### config.mk
export PLATFORM = sky130hd
export DESIGN_NAME = uart_receiver
export DESIGN_NICKNAME = d
export VERILOG_FILES = /design/src/rtl/uart_receiver.sv
export SDC_FILE = /design/constraint.sdc
export NUM_CORES = 1
export LEC_CHECK = 0
export CORE_UTILIZATION = 45
export DETAILED_ROUTE_END_ITERATION = 10
export PLACE_DENSITY = 0.72
export SYNTH_ARGS = -nofsm -noshare
export SYNTH_HDL_FRONTEND = slang
export SYNTH_SLANG_ARGS = --single-unit
### constraint.sdc
create_clock -name system_clock -period 4.5 [get_ports system_clock]
set_clock_uncertainty 0.05 [all_clocks]
set_input_delay 1.35 -clock system_clock [delete_from_list [all_inputs] [get_ports system_clock]]
set_output_delay 1.35 -clock system_clock [all_outputs]
set_load 0.01 [all_outputs]
### src/rtl/uart_receiver.sv
// uart_receiver: oversampled 8N1 receiver with start-glitch rejection, framing/overrun flags and a byte counter
module uart_receiver #(
  parameter int OVERSAMPLE = 16
) (
  input  logic        system_clock,
  input  logic        rst_n,
  input  logic        clock_enable,
  input  logic        rx,
  input  logic        data_ack,
  output logic [7:0]  data_out,
  output logic        data_valid,
  output logic        busy,
  output logic        framing_error,
  output logic        overrun,
  output logic [16:0] byte_counter
);
  localparam int TW = $clog2(OVERSAMPLE);
  typedef enum logic [2:0] {S_IDLE, S_START, S_DATA, S_STOP, S_WAIT_HIGH} state_t;
  state_t r_state, w_next;
  logic r_sync1, r_sync2, w_rx_s;
  logic [TW-1:0] r_tick;
  logic [2:0] r_bit;
  logic [7:0] r_shift, r_data;
  logic r_valid, r_fe, r_ovr;
  logic [16:0] r_byte_counter;
  logic w_half, w_full, w_wrap, w_stop_sample, w_deliver;
  assign w_rx_s = r_sync2;
  assign w_half = r_tick == TW'(OVERSAMPLE / 2 - 1);
  assign w_full = r_tick == TW'(OVERSAMPLE - 1);
  assign w_wrap = (r_state == S_START) ? w_half : w_full;
  assign w_stop_sample = clock_enable && r_state == S_STOP && w_full;
  assign w_deliver = w_stop_sample && w_rx_s;
  assign data_out = r_data;
  assign data_valid = r_valid;
  assign framing_error = r_fe;
  assign overrun = r_ovr;
  assign byte_counter = r_byte_counter;
  // two-flop synchronizer on the serial line, idling high
  always_ff @(posedge system_clock or negedge rst_n) begin
    if (!rst_n) begin
      r_sync1 <= 1'b1;
      r_sync2 <= 1'b1;
    end else begin
      r_sync1 <= rx;
      r_sync2 <= r_sync1;
    end
  end
  // state register
  always_ff @(posedge system_clock or negedge rst_n) begin
    if (!rst_n) r_state <= S_IDLE;
    else r_state <= w_next;
  end
  // next-state decode, only moves on oversample ticks
  always_comb begin
    w_next = r_state;
    if (clock_enable)
      case (r_state)
        S_IDLE:      if (!w_rx_s) w_next = S_START;
        S_START:     if (w_half) w_next = w_rx_s ? S_IDLE : S_DATA;
        S_DATA:      if (w_full && r_bit == 3'd7) w_next = S_STOP;
        S_STOP:      if (w_full) w_next = w_rx_s ? S_IDLE : S_WAIT_HIGH;
        S_WAIT_HIGH: if (w_rx_s) w_next = S_IDLE;
        default:     w_next = S_IDLE;
      endcase
  end
  // busy is a pure decode of the state register
  always_comb busy = r_state != S_IDLE;
  // tick/bit counters and LSB-first shift register, frozen between ticks
  always_ff @(posedge system_clock or negedge rst_n) begin
    if (!rst_n) begin
      r_tick <= '0;
      r_bit <= '0;
      r_shift <= '0;
    end else if (clock_enable) begin
      r_tick <= (r_state == S_IDLE || r_state == S_WAIT_HIGH || w_wrap) ? '0 : r_tick + 1'b1;
      if (r_state == S_START) r_bit <= '0;
      else if (r_state == S_DATA && w_full) r_bit <= r_bit + 1'b1;
      if (r_state == S_DATA && w_full) r_shift <= {w_rx_s, r_shift[7:1]};
    end
  end
  // delivery handshake, error pulses and accepted-byte count run every cycle
  always_ff @(posedge system_clock or negedge rst_n) begin
    if (!rst_n) begin
      r_data <= '0;
      r_valid <= 1'b0;
      r_fe <= 1'b0;
      r_ovr <= 1'b0;
      r_byte_counter <= '0;
    end else begin
      r_fe <= w_stop_sample && !w_rx_s;
      r_ovr <= w_deliver && r_valid && !data_ack;
      if (w_deliver && (!r_valid || data_ack)) begin
        r_data <= r_shift;
        r_valid <= 1'b1;
        r_byte_counter <= r_byte_counter + 1'b1;
      end else if (!w_deliver && data_ack) begin
        r_valid <= 1'b0;
      end
    end
  end
endmodule

* Word-level counts from Yosys, hierarchy flattened
Cells that the tools add are included.
** Storage, ports and cells
- Bits in registers :: 48
- Input bits :: 5
- Output and inout port bits :: 29
- Logic and storage cells :: 64
** Operators by class
- Reductions and logical operators :: 24
- $add $sub $neg :: 3
- Multiplexer cells :: 14
- Equal/unequal tests :: 12
** Operator list (count)
- 3-bit 2-to-1 mux :: 8
- 17-bit by 1-bit adder with 17-bit output, second input constant :: 1
- 3-bit case mux with 5 select lines :: 1
- 1-bit logical AND :: 10
- 2-bit != test, second input constant :: 5
- 3-bit by 2-bit == test with 1-bit output, second input constant :: 2
- 3-bit == test, second input constant :: 2
- 6-bit AND reduction :: 1
- 4-bit by 1-bit adder with 4-bit output, second input constant :: 1
- 4-bit by 3-bit == test with 1-bit output, second input constant :: 1
- 4-bit == test, second input constant :: 1
- 1-bit logical NOT :: 4
- 4-bit 2-to-1 mux :: 1
- 2-bit AND reduction :: 2
- 2-bit nonzero test :: 2
- 3-bit by 1-bit adder with 3-bit output, second input constant :: 1
- 3-bit by 1-bit == test with 1-bit output, second input constant :: 1
- 3-bit logical NOT :: 1
- 1-bit logical OR :: 3
- 1-bit 2-to-1 mux :: 3
- 3-bit nonzero test :: 1
- 2-bit 2-to-1 mux :: 1

* Longest topological paths before layout
Gate-level depths: netlist (run 1).
- Depth in word-level cells :: 8
- Mapped depth :: 6

* Least setup slack after synthesis (run 1)
OpenSTA, ideal clock, no wires.
- Kind :: input port to flip-flop
- From :: in clock_enable
- To :: reg r_byte_counter[1], in the netlist byte_counter[1]
- Stages on the path :: 5
- Setup slack :: 1.820 ns
- Arrival :: 2.505 ns
- Cells stage by stage :: nand2b_1 -> or2_1 -> buf_6 -> nor3_4 -> mux2_2
** On the way
- Longest elaborated chain between the ends :: 4
** Ends and longest elaborated chain
- start: declaration :: RTL line 7 : input logic clock_enable,
- 1-bit logical AND (2 in series) :: RTL line 31 : assign w_stop_sample = clock_enable && r_state == S_STOP && w_full;
- 1-bit logical AND :: RTL line 32 : assign w_deliver = w_stop_sample && w_rx_s;
- 1-bit logical AND :: RTL line 92 : if (w_deliver && (!r_valid || data_ack)) begin
- end signal: assignment :: RTL line 95 : r_byte_counter <= r_byte_counter + 1'b1;
- end: declaration :: RTL line 25 : logic [16:0] r_byte_counter;
Every way passes these cells.
A chain may end at the register's enable or synchronous reset.

* Worst setup path after layout (run 1)
Same ends and word-level chain as after synthesis.

==> qor.csv, run 1 <==
stage,metric,value,unit
layout,fillCellCount,385,
timing,worstMarginPinSlew,1021,ps
clocking,root_buffer,clkbuf_8,
floorplanning,die_area,5063,um2
synthesis,yosysTopAreaCell,dfrtp_1,
power,total_power,1.051,mW
critical_path,r2r-end,byte_counter[1],
min_path,hp-class,flip-flop to flip-flop,
floorplanning,num_rows,24,
synthesis,synth-seq-area-share,55.93,%
synthesis,ys_ff_latch,48,
critical_path,crit_type,input port to flip-flop,
place,gp_congestion,0.7822,
global_routing,antenna_found_initial,0,
synthesis,ys_warn_count,0,
clocking,cts.path.max_buffers,2,
clocking,cts_tree,done,
timing,fin_crit,3196,ps
layout,final_common_cell,dfrtp_1,
synthesis,ys_types,38,
min_path,hold_depth,0,
critical_path,reg2reg_slack,2220,ps
detailed_routing,finalWirelength,3.608,mm
floorplanning,io_pins,34,
clocking,cts.sinks,48,
power,seqPwrFrac,52.7,%
critical_path,required,4630,ps
power,powerDensity,401.6,nW/um2
clocking,cts_buffers,5,
power,switching_share,31.01,%
clocking,ctsHtreeMaxLevel,2,
timing,slew_headroom,31.91,%
detailed_routing,via_per_inst,5.401,
floorplanning,die_w,71.16,um
global_routing,grt-ovfl-total,0,
critical_path,worstSetupEndpointType,flip-flop,
power,clkPwrFrac,24.6,%
timing,finalHoldViolations,0,
detailed_routing,first_pass_iters,8,
run_status,status,finished with violations,
timing,rsz0062_at_grt,false,
synthesis,syn-mean-instance-area,12.02,um2
timing,fin_crit_sh,71.02,%
critical_path,r2r-start,r_tick[0],
global_routing,grt_pass1_vias,1396,
floorplanning,start_util,48.10,%
clocking,clk_latency,290,ps
run_status,violations,DRC,
clocking,post_cts_resized,0,
detailed_routing,drt-initial-drc-count,64,
timing,hold-worst-slack,307.6,ps
timing,tns,0,ps
global_routing,grt_first_pass_wirelength,6.237,mm
layout,area_growth_syn_to_layout,21.63,%
detailed_routing,vias,1453,
global_routing,grt_max_degree,49,
synthesis,synth_top_cell_area_share,53.49,%
layout,fin_nets,225,
min_path,hp-start,r_sync1,
critical_path,crit_path_max_fanout,15,
timing,slew_violations,0,
run,cap_violations,0,
power,internal_power,0.7253,mW
clocking,post_cts_buffers,0,
power,vdd_drop_max,0.2177,mV
critical_path,cp.arrival,3330,ps
synthesis,synthTopCellsByArea,"dfrtp_1, mux2_2, xnor2_1",
clocking,clk_pin_slew,80,ps
floorplanning,core-area,4474,um2
detailed_routing,ant_nets,0,
critical_path,reg2regPathDepth,5,
place,hpwl,2.531,mm
detailed_routing,drcViolationCount,3,
min_path,holdPathEnd,r_sync2,
layout,layout-drive-gt1-share,15.21,%
power,p_sw,0.3259,mW
synthesis,synth_area,2152,um2
synthesis,synth_cells,179,
timing,fin_ws,1304,ps
place,port_buffers,33,
place,dp_slack,950.1,ps
power,p_comb_share,22.7,%
floorplanning,die_y,71.16,um
detailed_routing,routedWlPerCell,13.41,um
critical_path,start_kind,input port,
synthesis,synth_edf_count,0,
layout,diodes,0,
synthesis,async_flop_share,100.0,%
timing,finalSetupViolations,0,
clocking,hold_buffers,0,
synthesis,synth_ff_type,dfrtp_1,
timing,fmax,312.9,MHz
synthesis,syn-num-nets,188,
power,leakage,1.162,nW
global_routing,grt_util_all_layers,15.80,%
layout,fin_util,58.50,%
layout,final_cell_mix,"dfrtp_1, clkdlybuf4s50_1, xnor2_1, mux2_2, nand2_1",
==> power groups by stage <==
stage               clock network (mW)  logic, mW  registers [mW]
floorplan                            0      0.192           0.533
global placement                     0      0.236           0.562
detailed placement                   0      0.243           0.562
CTS                              0.266      0.243           0.554
global route                     0.279      0.268           0.563
finish                           0.259      0.239           0.553
==> layout make-up <==
| class | instances | area, um2 | area share, % |
|---|---|---|---|
| clock inverter | 1 | 7.507 | 0.2868 |
| tap | 52 | 65.06 | 2.486 |
| timing repair buffer | 35 | 340.3 | 13.00 |
| inverter | 5 | 18.77 | 0.7170 |
| multi-input combinational | 121 | 895.9 | 34.23 |
| clock buffer | 7 | 86.33 | 3.298 |
| sequential | 48 | 1204 | 45.98 |
==> flip-flops by register name, indices dropped and copies added (netlist names), 3 cells and up <==
name	count
byte_counter	17
r_state	3
r_tick	4
data_out	8
r_bit	3
r_shift	8
==> layer usage <==
metal / vias to the layer above / GRT usage (%) / wire [um]
met2: 28 / 25.61 / 1701
li1: 708 / - / -
met5: - / 0 / 0
met3: 4 / 3.419 / 124
met4: 0 / 6.000 / 36
met1: 713 / 20.86 / 1745
==> cells in the mapped netlist (2+ instances only) <==
cell,number
and3_1,2
mux2_2,17
nor2_1,5
nand2b_1,6
a21oi_1,4
dfrtp_1,46
buf_4,2
xnor2_1,17
nand2_1,13
a31oi_1,2
a21o_1,2
nand3_1,9
nand4_1,8
clkbuf_1,2
inv_1,5
nor4_1,2
nor3_1,4
o22ai_1,4
o21ai_0,5
mux2i_1,2
dfstp_2,2
ha_1,4
==> worst max path at each step <==
stage                            start              end  slack (ps)  depth (start not counted)
after floorplan           clock_enable  byte_counter[1]        1820                          5
after global placement    clock_enable      data_out[2]        1010                          6
after detailed placement  clock_enable      data_out[4]         950                          6
after CTS                 clock_enable  byte_counter[1]        1280                          6
after global routing      clock_enable      data_out[7]        1170                          6
final                     clock_enable  byte_counter[1]        1300                          6
==> cell families (layout without fill, tap and decap cells) <==
| kind of cell | Yosys count | after routing | share of synthesized area (%) |
|---|---|---|---|
| XOR/XNOR | 18 | 18 | 7.326 |
| adder cells (fa/ha/maj) | 4 | 4 | 2.326 |
| AND/OR/NAND/NOR | 59 | 59 | 16.11 |
| AO/OA/AOI/OAI | 21 | 21 | 6.046 |
| buffers and inverters | 10 | 48 | 2.442 |
| flip-flops | 48 | 48 | 55.93 |
| multiplexers | 19 | 19 | 9.825 |
==> worst max-delay path: stages <==
cell	delay, ps
clkdlybuf4s50_1	450
buf_4	180
nand2b_1	100
or2_1	350
nor3_4	490
mux2_2	390
==> stage by stage <==
stage | instances | cell area [um2]
floorplan | 179 | 2152
global placement | 261 | 2524
detailed placement | 261 | 2524
CTS | 269 | 2618
global route | 269 | 2618
finish | 269 | 2618
(Power assumes the default switching activity.)
==> run 2: changes to the inputs <==
--- a/config.mk
+++ b/config.mk
@@ -7,7 +7,7 @@
 export LEC_CHECK = 0
 export CORE_UTILIZATION = 45
 export DETAILED_ROUTE_END_ITERATION = 10
-export PLACE_DENSITY = 0.72
+export PLACE_DENSITY = 0.74
 export SYNTH_ARGS = -nofsm -noshare
 export SYNTH_HDL_FRONTEND = slang
 export SYNTH_SLANG_ARGS = --single-unit
==> constraint.sdc (replaced) <==
create_clock -name system_clock -period 2.8 [get_ports system_clock]
set_clock_uncertainty 0.05 [all_clocks]
set_input_delay 0.84 -clock system_clock [delete_from_list [all_inputs] [get_ports system_clock]]
set_output_delay 0.84 -clock system_clock [all_outputs]
set_load 0.01 [all_outputs]
==> qor.csv, run 2 (synthesized netlist as in run 1, its figures left out) <==
stage,metric,value,unit,change
layout,diodes,0,,unchanged
run_status,status,completed,,
floorplanning,die_y,71.16,um,unchanged
timing,fin_crit,2485,ps,
critical_path,crit_path_max_fanout,9,,-6
critical_path,worstSetupEndpointType,output port,,
detailed_routing,drcViolationCount,0,,-3
global_routing,antenna_found_initial,0,,unchanged
layout,layout-drive-gt1-share,16.74,%,+1.5 points
place,postPlaceCellArea,2574,um2,+2.0%
layout,final_cells,273,,+1.5%
critical_path,cp.arrival,1600,ps,-1730 ps
critical_path,required,1910,ps,-2720 ps
run,cap_violations,0,,unchanged
detailed_routing,via_per_inst,5.392,,-0.18%
timing,fmax,402.4,MHz,
timing,slew_violations,0,,unchanged
clocking,root_buffer,clkbuf_8,,
clocking,post_cts_resized,0,,unchanged
clocking,cts.sinks,48,,unchanged
global_routing,grt_max_degree,49,,unchanged
floorplanning,io_pins,34,,unchanged
floorplanning,die_area,5063,um2,unchanged
detailed_routing,vias,1472,,+1.3%
power,powerDensity,628.4,nW/um2,+56%
min_path,hp-class,flip-flop to flip-flop,,
place,place_inst,266,,+1.9%
detailed_routing,drt-initial-drc-count,127,,+98%
layout,final_cell_mix,"dfrtp_1, clkdlybuf4s50_1, xnor2_1, mux2_2, nand2_1",,
critical_path,crit_chain,nor2_1 -> nand2_1 -> clkdlybuf4s50_1,,
layout,fin_nets,230,,+2.2%
timing,worstMarginPinSlew,731.4,ps,-290.0 ps
layout,area_growth_syn_to_layout,23.20,%,
floorplanning,num_rows,24,,unchanged
clocking,cts.path.max_buffers,2,,unchanged
timing,finalHoldViolations,0,,unchanged
critical_path,slowest_delay,560,ps,+70 ps
global_routing,grt_first_pass_wirelength,6.651,mm,+6.6%
critical_path,reg2reg_slack,630,ps,-1590 ps
place,gp_congestion,0.7668,,-2.0%
place,hpwl,2.694,mm,+6.4%
timing,hold-worst-slack,307.6,ps,-0.06200 ps
detailed_routing,first_pass_iters,6,,-2
clocking,hold_buffers,0,,unchanged
global_routing,grt_util_all_layers,17.22,%,+1.4 points
critical_path,reg2regPathDepth,5,,unchanged
floorplanning,die_w,71.16,um,unchanged
floorplanning,start_util,48.10,%,unchanged
layout,largest_reg_flops,17,,unchanged
layout,post-route-cell-area,2651,um2,+1.3%
global_routing,grt-ovfl-total,0,,unchanged
critical_path,crit_type,flip-flop to output port,,
detailed_routing,finalWirelength,3.810,mm,+5.6%
critical_path,r2r-end,r_shift[4],,
floorplanning,core-area,4474,um2,unchanged
power,leakage,1.187,nW,+2.1%
critical_path,crit_start,r_state[1],,
clocking,cts_tree,done,,
detailed_routing,ant_nets,0,,unchanged
clocking,cts_buffers,5,,unchanged
timing,finalSetupViolations,0,,unchanged
layout,fillCellCount,378,,-1.8%
power,total_power,1.666,mW,+58%
layout,final_common_cell,dfrtp_1,,
global_routing,grt_pass1_vias,1473,,+5.5%
critical_path,start_kind,flip-flop,,
timing,slew_headroom,50.87,%,+19 points
clocking,post_cts_buffers,0,,unchanged
timing,fin_crit_sh,88.75,%,
critical_path,endpoint,busy,,
place,port_buffers,33,,unchanged
critical_path,r2r-start,r_tick[0],,
clocking,clk_pin_slew,80,ps,about the same
timing,rsz0062_at_grt,false,,
critical_path,cpMaxStageDelayCell,dfrtp_1,,
clocking,ctsHtreeMaxLevel,2,,unchanged
detailed_routing,routedWlPerCell,13.96,um,+4.1%
clocking,clk_latency,290,ps,about the same
timing,tns,0,ps,unchanged
power,vdd_drop_max,0.2756,mV,+27%
==> run 2: worst min-delay path by stage <==
stage                   end  depth (start not counted)  slack (ps)    start
global route        r_sync2                          0         320  r_sync1
detailed placement  r_sync2                          0         300  r_sync1
CTS                 r_sync2                          0         310  r_sync1
floorplan           r_sync2                          0         300  r_sync1
global placement    r_sync2                          0         300  r_sync1
finish              r_sync2                          0         310  r_sync1
==> run 2: per-layer routing <==
layer	GRT usage (%)	vias up	wire length (um)
li1	-	719	-
met1	21.30	727	1743
met2	28.78	24	1899
met3	5.983	2	142
met4	4.667	0	25
met5	0	-	0
==> run 2: report_power, final <==
group | total, mW | internal [mW] | leakage [nW] | switching (mW)
combinational | 0.411 | 0.205 | 0.507 | 0.206
clock | 0.375 | 0.170 | 0.0410 | 0.205
sequential | 0.880 | 0.772 | 0.639 | 0.108
total | 1.67 | 1.15 | 1.19 | 0.519
==> run 2: final cells by class <==
class	count	area [um2]	area share, %
Timing Repair Buffer	40	390.4	14.72
Clock inverter	1	5.005	0.1888
Tap cell	52	65.06	2.454
Sequential cell	48	1204	45.40
Multi-Input combinational cell	121	895.9	33.79
Inverter	5	18.77	0.7079
Clock buffer	6	72.57	2.737
==> run 2: critical path: cells and delay by family, from the launching register on <==
kind / cells / cell delay [ps]
simple gates: 2 / 210
buf+inv: 1 / 530
flops: 1 / 560
==> run 2: metrics by stage <==
| step | utilization, % | worst slack, ps |
|---|---|---|
| 2_1_floorplan | - | 630.3 |
| 3_3_place_gp | 57.52 | 104.3 |
| 3_5_place_dp | 57.52 | 77.76 |
| 4_1_cts | 59.26 | 311.5 |
| 5_1_grt | 59.26 | 244.2 |
| 6_report | 59.26 | 314.9 |
